`src/rtl/eth_tx_framer.sv`:
```
// eth_tx_framer
//   GMII transmit framer placed behind the reply generators. It takes a 9-bit
//   byte stream (bit 8 = body byte valid), sends preamble + SFD, the body
//   (delayed through a short line so the preamble can go first), a freshly
//   computed CRC-32 FCS, and then an inter-frame gap.
//
//   Optional build macro: TX_MIN_PAD_EN -- when defined, bodies shorter than
//   60 bytes are padded with 0x00 up to 60 bytes, and the padding is covered
//   by the FCS. When undefined, short bodies go straight to the FCS.
//
// Ports
//   eth_rxck   in   byte clock
//   rst_rx_n   in   asynchronous active-low reset
//   tx_i[8:0]  in   [8] body byte valid, [7:0] byte
//   gmii_txd   out  GMII transmit byte (registered)
//   gmii_txen  out  GMII transmit enable (registered)
//   busy_o     out  high whenever the framer is not idle
//   drop_o     out  one-cycle pulse: a frame start arrived while busy and was dropped
//   trunc_o    out  one-cycle pulse: a frame hit MAX_FRAME and was cut short
module eth_tx_framer #(
  parameter int unsigned PREAMB_LEN = 7,
  parameter int unsigned IFG_LEN    = 12,
  parameter int unsigned MAX_FRAME  = 1514
) (
  input  logic       eth_rxck,
  input  logic       rst_rx_n,
  input  logic [8:0] tx_i,
  output logic [7:0] gmii_txd,
  output logic       gmii_txen,
  output logic       busy_o,
  output logic       drop_o,
  output logic       trunc_o
);

  localparam logic [2:0] ST_IDLE = 3'd0;
  localparam logic [2:0] ST_PRE  = 3'd1;
  localparam logic [2:0] ST_SFD  = 3'd2;
  localparam logic [2:0] ST_DATA = 3'd3;
  localparam logic [2:0] ST_PAD  = 3'd4;
  localparam logic [2:0] ST_FCS  = 3'd5;
  localparam logic [2:0] ST_IFG  = 3'd6;

  // The line is one entry longer than the preamble so the first body byte
  // reaches the tail exactly when the SFD is on the wire.
  localparam int          DL_LEN   = int'(PREAMB_LEN) + 1;
  localparam logic [7:0]  PRE_LAST = 8'(PREAMB_LEN);
  localparam logic [7:0]  IFG_LAST = 8'(IFG_LEN);
  localparam logic [10:0] MAX_CNT  = 11'(MAX_FRAME);
  localparam logic [10:0] MIN_BODY = 11'd60;
  localparam logic [31:0] CRC_POLY = 32'hEDB8_8320;

  // Reflected CRC-32 update with one byte, LSB first.
  function automatic logic [31:0] crc32_byte(input logic [31:0] crc_in, input logic [7:0] data);
    logic [31:0] c;
    c = crc_in ^ {24'd0, data};
    for (int b = 0; b < 8; b++) begin
      if (c[0]) begin
        c = (c >> 1) ^ CRC_POLY;
      end else begin
        c = c >> 1;
      end
    end
    return c;
  endfunction

  logic [2:0]        state_q, state_d;
  logic [7:0]        cnt_q, cnt_d;
  logic [10:0]       bcnt_q, bcnt_d;
  logic [31:0]       crc_q, crc_d;
  logic              bad_q, bad_d;
  logic              in_frame_q, in_frame_d;
  logic              vld_prev_q;
  logic [7:0]        txd_q, txd_d;
  logic              txen_q, txen_d;
  logic              busy_q;
  logic              drop_q;
  logic              trunc_q;
  logic [7:0]        dl_data_q [DL_LEN];
  logic [DL_LEN-1:0] dl_vld_q;

  logic              rise_s;
  logic              accept_s;
  logic              drop_s;
  logic              in_vld_s;
  logic              trunc_s;
  logic              short_s;
  logic              tail_vld_s;
  logic [7:0]        tail_data_s;
  logic [31:0]       fcs_s;

  assign rise_s      = tx_i[8] & ~vld_prev_q;
  assign accept_s    = rise_s & (state_q == ST_IDLE);
  assign drop_s      = rise_s & (state_q != ST_IDLE);
  assign in_vld_s    = tx_i[8] & (accept_s | in_frame_q);
  assign tail_vld_s  = dl_vld_q[DL_LEN-1];
  assign tail_data_s = dl_data_q[DL_LEN-1];
  // A truncated frame sends the raw CRC register, i.e. the inverse of the good FCS.
  assign fcs_s       = bad_q ? crc_q : ~crc_q;

`ifdef TX_MIN_PAD_EN
  assign short_s = (bcnt_q < MIN_BODY);
`else
  assign short_s = 1'b0;
`endif

  // Frame membership: set on an accepted start, held while bit 8 stays high,
  // cleared on truncation so the rest of that frame is ignored.
  always_comb begin
    in_frame_d = in_frame_q;
    if (!tx_i[8]) begin
      in_frame_d = 1'b0;
    end else if (accept_s) begin
      in_frame_d = 1'b1;
    end else if (trunc_s) begin
      in_frame_d = 1'b0;
    end else begin
      in_frame_d = in_frame_q;
    end
  end

  // Framer FSM: decides the byte that goes on the wire in the next cycle.
  always_comb begin
    state_d = state_q;
    cnt_d   = cnt_q;
    bcnt_d  = bcnt_q;
    crc_d   = crc_q;
    bad_d   = bad_q;
    txd_d   = 8'h00;
    txen_d  = 1'b0;
    trunc_s = 1'b0;
    case (state_q)
      ST_IDLE: begin
        if (accept_s) begin
          state_d = ST_PRE;
          cnt_d   = 8'd1;
          bcnt_d  = 11'd0;
          crc_d   = 32'hFFFF_FFFF;
          bad_d   = 1'b0;
          txen_d  = 1'b1;
          txd_d   = 8'h55;
        end else begin
          state_d = ST_IDLE;
        end
      end
      ST_PRE: begin
        txen_d = 1'b1;
        if (cnt_q >= PRE_LAST) begin
          state_d = ST_SFD;
          txd_d   = 8'hD5;
        end else begin
          cnt_d = cnt_q + 8'd1;
          txd_d = 8'h55;
        end
      end
      ST_SFD, ST_DATA: begin
        txen_d = 1'b1;
        if (tail_vld_s) begin
          if (bcnt_q >= MAX_CNT) begin
            trunc_s = 1'b1;
            bad_d   = 1'b1;
            state_d = ST_FCS;
            cnt_d   = 8'd1;
            txd_d   = crc_q[7:0];
          end else begin
            state_d = ST_DATA;
            txd_d   = tail_data_s;
            crc_d   = crc32_byte(crc_q, tail_data_s);
            bcnt_d  = bcnt_q + 11'd1;
          end
        end else if (short_s) begin
          state_d = ST_PAD;
          txd_d   = 8'h00;
          crc_d   = crc32_byte(crc_q, 8'h00);
          bcnt_d  = (bcnt_q < MAX_CNT) ? bcnt_q + 11'd1 : bcnt_q;
        end else begin
          state_d = ST_FCS;
          cnt_d   = 8'd1;
          txd_d   = ~crc_q[7:0];
        end
      end
      ST_PAD: begin
        txen_d = 1'b1;
        if (bcnt_q < MIN_BODY) begin
          txd_d  = 8'h00;
          crc_d  = crc32_byte(crc_q, 8'h00);
          bcnt_d = (bcnt_q < MAX_CNT) ? bcnt_q + 11'd1 : bcnt_q;
        end else begin
          state_d = ST_FCS;
          cnt_d   = 8'd1;
          txd_d   = ~crc_q[7:0];
        end
      end
      ST_FCS: begin
        if (cnt_q < 8'd4) begin
          txen_d = 1'b1;
          txd_d  = fcs_s[{cnt_q[1:0], 3'b000} +: 8];
          cnt_d  = cnt_q + 8'd1;
        end else begin
          state_d = ST_IFG;
          cnt_d   = 8'd1;
        end
      end
      ST_IFG: begin
        if (cnt_q >= IFG_LAST) begin
          state_d = ST_IDLE;
        end else begin
          cnt_d = cnt_q + 8'd1;
        end
      end
      default: begin
        state_d = ST_IDLE;
      end
    endcase
  end

  // State, counters, CRC and registered outputs.
  always_ff @(posedge eth_rxck or negedge rst_rx_n) begin
    if (!rst_rx_n) begin
      state_q    <= ST_IDLE;
      cnt_q      <= 8'd0;
      bcnt_q     <= 11'd0;
      crc_q      <= 32'hFFFF_FFFF;
      bad_q      <= 1'b0;
      in_frame_q <= 1'b0;
      vld_prev_q <= 1'b0;
      txd_q      <= 8'h00;
      txen_q     <= 1'b0;
      busy_q     <= 1'b0;
      drop_q     <= 1'b0;
      trunc_q    <= 1'b0;
    end else begin
      state_q    <= state_d;
      cnt_q      <= cnt_d;
      bcnt_q     <= bcnt_d;
      crc_q      <= crc_d;
      bad_q      <= bad_d;
      in_frame_q <= in_frame_d;
      vld_prev_q <= tx_i[8];
      txd_q      <= txd_d;
      txen_q     <= txen_d;
      busy_q     <= (state_d != ST_IDLE);
      drop_q     <= drop_s;
      trunc_q    <= trunc_s;
    end
  end

  // Delay line; truncation flushes the valid bits so no stale body reaches the tail.
  always_ff @(posedge eth_rxck or negedge rst_rx_n) begin
    if (!rst_rx_n) begin
      for (int i = 0; i < DL_LEN; i++) begin
        dl_data_q[i] <= 8'h00;
      end
      dl_vld_q <= '0;
    end else begin
      dl_data_q[0] <= tx_i[7:0];
      for (int i = 1; i < DL_LEN; i++) begin
        dl_data_q[i] <= dl_data_q[i-1];
      end
      if (trunc_s) begin
        dl_vld_q <= '0;
      end else begin
        dl_vld_q <= {dl_vld_q[DL_LEN-2:0], in_vld_s};
      end
    end
  end

  assign gmii_txd  = txd_q;
  assign gmii_txen = txen_q;
  assign busy_o    = busy_q;
  assign drop_o    = drop_q;
  assign trunc_o   = trunc_q;

endmodule

```
`config.mk`:
```
export PLATFORM = sky130hd
export DESIGN_NAME = eth_tx_framer
export DESIGN_NICKNAME = d
export VERILOG_FILES = /design/src/rtl/eth_tx_framer.sv
export SDC_FILE = /design/constraint.sdc
export NUM_CORES = 1
export LEC_CHECK = 0
export ABC_AREA = 1
export CELL_PAD_IN_SITES_DETAIL_PLACEMENT = 1
export CELL_PAD_IN_SITES_GLOBAL_PLACEMENT = 1
export CORE_MARGIN = 2
export CORE_UTILIZATION = 30
export DETAILED_ROUTE_END_ITERATION = 8
export PLACE_DENSITY = 0.61
export SKIP_CTS_REPAIR_TIMING = 1
export SYNTH_ARGS = -nofsm -noshare
export SYNTH_HDL_FRONTEND = slang
export SYNTH_SLANG_ARGS = --single-unit
export TNS_END_PERCENT = 5
```
`constraint.sdc`:
```
create_clock -name eth_rxck -period 2.3 [get_ports eth_rxck]
set_input_delay 0.46 -clock eth_rxck [delete_from_list [all_inputs] [get_ports eth_rxck]]
set_output_delay 0.46 -clock eth_rxck [all_outputs]
set_load 0.02 [all_outputs]
```
## After elaboration in Yosys (flattened, before gate mapping)

Cells that the tools add are included.

- Logic and storage cells: 184
- Memories: 0
- Bits in read-only memories: 0
- Register bits after elaboration: 141
- Memory bits (writable): 0
- Latch bits: 0

- Magnitude comparators: 6
- Shift-type cells: 1
- Divide/modulo/power cells: 0
- Add/subtract/negate cells: 2
- Multiplexer cells: 100
- Multiply operators: 0
- Reduce and logical (&&, ||, !) cells: 12
- Bitwise operators: 25
- Equal/unequal tests: 17

Operator list:

| kind | number |
|---|---|
| two-way mux 32 bit | 56 |
| inverter 13 -> 14 bit | 16 |
| two-way mux 8 bit | 13 |
| one-hot mux 32 bit (3 select lines) | 1 |
| two-way mux 11 bit | 5 |
| one-hot mux 8 bit (6 select lines) | 1 |
| one-hot mux 8 bit (5 select lines) | 1 |
| one-hot mux 11 bit (3 select lines) | 1 |
| inverter 32 bit | 1 |
| variable part select 32 x 6 -> 8 bit | 1 |
| bitwise XOR 32 x 8 -> 32 bit | 1 |
| two-way mux 3 bit | 6 |
| != test 2 bit (second input constant) | 9 |
| one-hot mux 3 bit (6 select lines) | 1 |
| two-way mux 1 bit | 12 |
| AND reduction 6 bit | 2 |
| adder 11 x 1 -> 11 bit (second input constant) | 1 |
| >= comparator 11 bit (second input constant) | 1 |
| < comparator 11 bit (second input constant) | 1 |
| < comparator 11 x 6 -> 1 bit (second input constant) | 1 |
| equality test 3 bit (second input constant) | 3 |
| nonzero test 3 bit | 3 |
| adder 8 x 1 -> 8 bit (second input constant) | 1 |
| >= comparator 8 x 3 -> 1 bit (second input constant) | 1 |
| other kinds (20) | 24 |

## Longest topological paths before layout

Gate-level depths: netlist of run 1.

- Word-level depth: 41
- Gate-level depth with buffers: 13

## Worst setup path before layout of run 1

Ideal clock, no wire load.

- Kind: register to register
- Start: reg crc_q[1]
- End: reg crc_q[20]
- Path slack: 678 ps
- Period minus slack after synthesis: 1622 ps
- Library setup time: 73 ps
- Required time: 2227 ps
- Cell stages (with the launch flop): 12
- Arrival: 1549 ps
- Cell sequence: dfstp_2 > buf_4 > nand2_1 > nand2_2 > nand2_1 > nand2_1 > nand2_1 > nand2_2 > nand2_1 > nand3_1 > nand3_1 > a21oi_1

- Word-level cells in the longest chain between the ends: 37
- Elaborated cells between the ends (all ways): 64
- Classes of those cells: 55 x mux; 9 x bitwise

Ends and longest elaborated chain:

| what | RTL line | RTL |
|---|---|---|
| start, declared | 69 | `logic [31:0] crc_q, crc_d;` |
| start signal, assigned | 235 | `crc_q <= crc_d;` |
| bitwise XOR 32 x 8 -> 32 bit | 55 | `c = crc_in ^ {24'd0, data};` |
| two-way mux 32 bit | 57 | `if (c[0]) begin` |
| two-way mux 32 bit | 158 | `if (bcnt_q >= MAX_CNT) begin` |
| two-way mux 32 bit | 157 | `if (tail_vld_s) begin` |
| two-way mux 32 bit | 131 | `case (state_q)` |
| two-way mux 32 bit | 57 |  |
| two-way mux 32 bit | 158 |  |
| two-way mux 32 bit | 157 |  |
| (+21 left out) | -- |  |
| two-way mux 32 bit | 158 |  |
| two-way mux 32 bit | 157 |  |
| two-way mux 32 bit | 131 |  |
| inverter 13 -> 14 bit (no source line) | -- |  |
| two-way mux 32 bit | 57 |  |
| two-way mux 32 bit | 158 |  |
| two-way mux 32 bit | 157 |  |
| one-hot mux 32 bit (3 select lines) * | 131 |  |

Every way passes the cells marked *; elsewhere a longest branch is shown, timed or not. The select of a mux whose other input is x is not followed.
A chain may end at the register's enable or synchronous reset.

## Final worst setup path of run 1

- Start: reg crc_q[0]
- End: reg crc_q[23]

- Word-level cells in the longest chain between the ends: 38
- Elaborated cells between the ends (all ways): 66
- Classes of those cells: 55 x mux; 11 x bitwise

Ends and longest elaborated chain:

| what | RTL line |
|---|---|
| bitwise XOR 32 x 8 -> 32 bit | 55 |
| two-way mux 32 bit | 57 |
| two-way mux 32 bit | 158 |
| two-way mux 32 bit | 157 |
| two-way mux 32 bit | 131 |
| inverter 13 -> 14 bit (no source line) | -- |
| two-way mux 32 bit | 57 |
| two-way mux 32 bit | 158 |
| (+22 left out) | -- |
| two-way mux 32 bit | 158 |
| two-way mux 32 bit | 157 |
| two-way mux 32 bit | 131 |
| inverter 13 -> 14 bit (no source line) | -- |
| two-way mux 32 bit | 57 |
| two-way mux 32 bit | 158 |
| two-way mux 32 bit | 157 |
| one-hot mux 32 bit (3 select lines) * | 131 |

Marks and branches as above.

==> results.md, run 1 <==
* Status: finished, final reports clean
* Setup crit end kind: flip-flop
* WL final at roughly 26000 µm
* CP required at 2.66 ns
* Post-synth ARST share at 100%
* RSZ-0062 raised after global routing: no
* Finished Layout Cells at 1454
* Gate Count Post-Synth at ~1000
* Pwr per Cell Area at around 1400 mW/mm²
* Synth top area share at between 30% and 40%
* Mean post-synth cell area at roughly 7.7 µm²
* Largest family of logic cells by synthesized area: simple AND/OR/NAND/NOR gates
* Final worst-path cycle share at 90.9%
* Synthesized Nets at between 1000 and 1500
* Hold Vio Cnt, Final at 0
* TritonCTS clock tree: yes
* Crit path launch type: flip-flop
* Core Area at between 0.02 and 0.03 mm²
* Hold Crit Class: flip-flop to flip-flop
* Dpl ws at approximately 0.0067 ns
* Setup Skew at approximately 0.012 ns
* First-pass iteration count of the detailed router at 5
* Antenna fix cells at 0
* Warnings from Yosys at 0
* Port Buf Inserts at 22
* Top FF cell, synth: dfrtp_1
* Reg-to-reg critical path endpoint: crc_q[23]
* Final nets at around 1100
* Largest net degree at the start of global routing at between 50 and 60
* Setup TNS Final at 0 ns
* Post-synth cell types at 44
* Starting Density at a little under a third
* Final Critical Period at around 2.1 ns
* Worst Reg-to-Reg Cells at 11
* Total Routing Usage GR at 19.6%
* Post-synthesis register bit count at 141
* Root Driver: clkbuf_16
* Total clock buffers created by CTS at 17
* FF-to-FF setup slack at between 0.2 and 0.25 ns
* Compound-Gate Fraction of Synth Area at 9.07%
* Initial antenna violation count at 0
* DR vias at 7050
* Worst hold margin at 0.348 ns
* DRC at 0
* RD Place Congestion at approximately 0.8
* Multiplexer share of the synthesized area at 0%
* Cell taking the most area after synthesis: dfrtp_1
* H-tree levels at 4
* Lkg Pwr at around 4.7 nW
* Site row count at a little under 60
* VDD IR max at 0.565 mV
* Die ar. at 0.0279 mm²
* WP data arrival at about 2.5 ns
* Clock tree buffer depth at 2
* DP Cell Count at 1421
* # IOs at 23
* CTS clk-pin slew, worst paths at about 0.07 ns
* Adder-cell share of the synthesized area at less than 1%
* Synth Area in XOR/XNOR at approximately 8.4%
* Setup CP Type: flip-flop to flip-flop
* Crit Path Max Fanout at 16
* Maxcap violations at 0
* DRT antenna net count at 0
* Mapped cell area at 0.00798 mm²
* R2R Path Start: crc_q[0]
* Number of DRC markers in iteration 0 at 298
* First-pass GRT wire length at ~42000 µm
* Post-detail-place hpwl at a little under 20000 µm
* Final worst setup slack at about 0.21 ns
* Commonest non-fill, non-tap cell in the layout: nand2_1
* Register area share after synthesis at between 40 and 50%
* Commonest non-fill, non-tap cells in the layout: nand2_1 (313), dfrtp_1 (109), nor2_1 (104)
* Slew Limit Fails at 0
* Area grow syn2layout at 19.5%
* Wire per inst at approximately 18 µm
* Via density per instance at between 4 and 5
* Endpoints failing setup at 0
* GRT overflow at 0
* Synth Area in Simple Gates at 29.4%
* Skew-Pair Late Insertion Delay at roughly 0.43 ns
* Worst Setup SP: crc_q[0]
* Fillcell total at around 3200
* Measured slew at the worst slew-check pin at 0.799 ns
* Die Ht at 167 µm
* Number of global-route vias before repair at 7231
* CP endpoint: crc_q[23]
* Proportion of layout cells with a drive suffix above 1 at between 10% and 20%
* Post-synth EDFFs at 0
* Slew headroom at between 40% and 50%
* Die W at 167 µm
* Sink Count at 141
* Main area contributors after synthesis: dfrtp_1 (34%), nand2_1 (15%), dfstp_2 (11%), nand3_1 (5.8%), xor2_1 (5.2%)
* Max Clock Freq at ~0.48 GHz
==> worst max-delay path, cell delays in order (launching register included) <==
cell     delay, ns
dfstp_2       0.61
buf_4         0.29
nand2_1       0.08
nand2_1       0.18
nand2_1       0.14
nand2_1       0.16
nand2_1       0.09
nand3_1       0.10
nand3_1       0.10
nand2_1       0.09
inv_1         0.04
a21oi_1       0.13
==> cells in the mapped netlist (3+ instances only) <==
cell type	number
a21oi_1	47
nor2_4	3
buf_4	8
o22ai_1	6
dfrtp_1	109
ha_1	3
xor2_1	47
buf_2	11
a31oi_1	14
dfstp_2	32
xnor2_1	18
nand2_1	314
nand2_2	15
nor2_1	104
o21ai_0	45
nor2_2	3
xor2_2	5
inv_2	11
o221ai_1	4
inv_1	98
clkbuf_1	5
clkinv_1	3
nand4_1	4
a21o_1	3
or2_2	3
nand2_4	3
o211ai_1	4
buf_6	7
nand3_1	93
==> per-layer routing <==
layer,global-route usage (%),routed length [µm]
met5,0,0
met4,5.32,469
met3,2.09,795
met2,32.6,12500
met1,27.2,12500
==> state kept, by name, indices dropped and copies added (netlist names) <==
register and count:
gmii_txd 8, crc_q 32, trunc_o 1, gmii_txen 1, vld_prev_q 1, busy_o 1, drop_o 1, cnt_q 8
bad_q 1, tail_data_s 8, bcnt_q 11, dl_data_q 56, dl_vld_q 8, state_q 3, in_frame_q 1
==> cells by family (layout without fill, tap and decap cells) <==
| logic type | count (synthesis) | count (layout) |
|---|---|---|
| AO/OA/AOI/OAI | 130 | 130 |
| adder cells (fa/ha/maj) | 3 | 3 |
| AND/OR/NAND/NOR | 552 | 552 |
| XOR/XNOR | 71 | 71 |
| buffers and inverters | 144 | 222 |
| flip-flops | 141 | 141 |
==> worst min path at each step <==
stage / slack (ns) / endpoint / startpoint / depth (start not counted)
2_1_floorplan: 0.16 / bad_q / rst_rx_n / 0
3_3_place_gp: 0.33 / tail_data_s[0] / dl_data_q[8] / 0
3_5_place_dp: 0.34 / dl_data_q[11] / dl_data_q[19] / 0
4_1_cts: -0.08 / dl_data_q[60] / rst_rx_n / 1
5_1_grt: 0.35 / dl_data_q[20] / dl_data_q[28] / 0
6_report: 0.35 / tail_data_s[0] / dl_data_q[8] / 0
==> layout make-up <==
cell class / count / area, µm² / share of cell area [%]
multi-input cells: 756 / 3780 / 39.7
clock inverters: 15 / 188 / 1.97
inverters: 112 / 420 / 4.41
repair buffers: 78 / 732 / 7.68
well taps: 335 / 419 / 4.40
flip-flops and latches: 141 / 3570 / 37.4
clock buffers: 17 / 425 / 4.46
==> per-stage QoR <==
stage | area [µm²] | power, mW | utilization [%]
2_1_floorplan | 7980 | 8.19 | -
3_3_place_gp | 8900 | 10.5 | 34.2
3_5_place_dp | 8900 | 10.6 | 34.2
4_1_cts | 9520 | 13.6 | 36.5
5_1_grt | 9540 | 14.5 | 36.6
6_report | 9540 | 13.5 | 36.6
==> report_power, final <==
part	total [mW]	switching, mW	internal, mW
Clock	2.81	1.33	1.48
Sequential	3.64	0.556	3.08
Combinational	7.03	4.53	2.50
Total	13.5	6.42	7.06
Note: power is estimated with default switching activity, not from simulation.
==> run 2, diff against run 1 <==
CAP_MARGIN = 10   (was unset)
==> results of run 2 <==
Same layout as run 1: the final DEF is identical, and so are final timing and power.
==> run 3, diff against run 2 <==
CAP_MARGIN = 20   (was 10)
==> results of run 3 <==
Same layout as run 1: the final DEF is identical, and so are final timing and power.
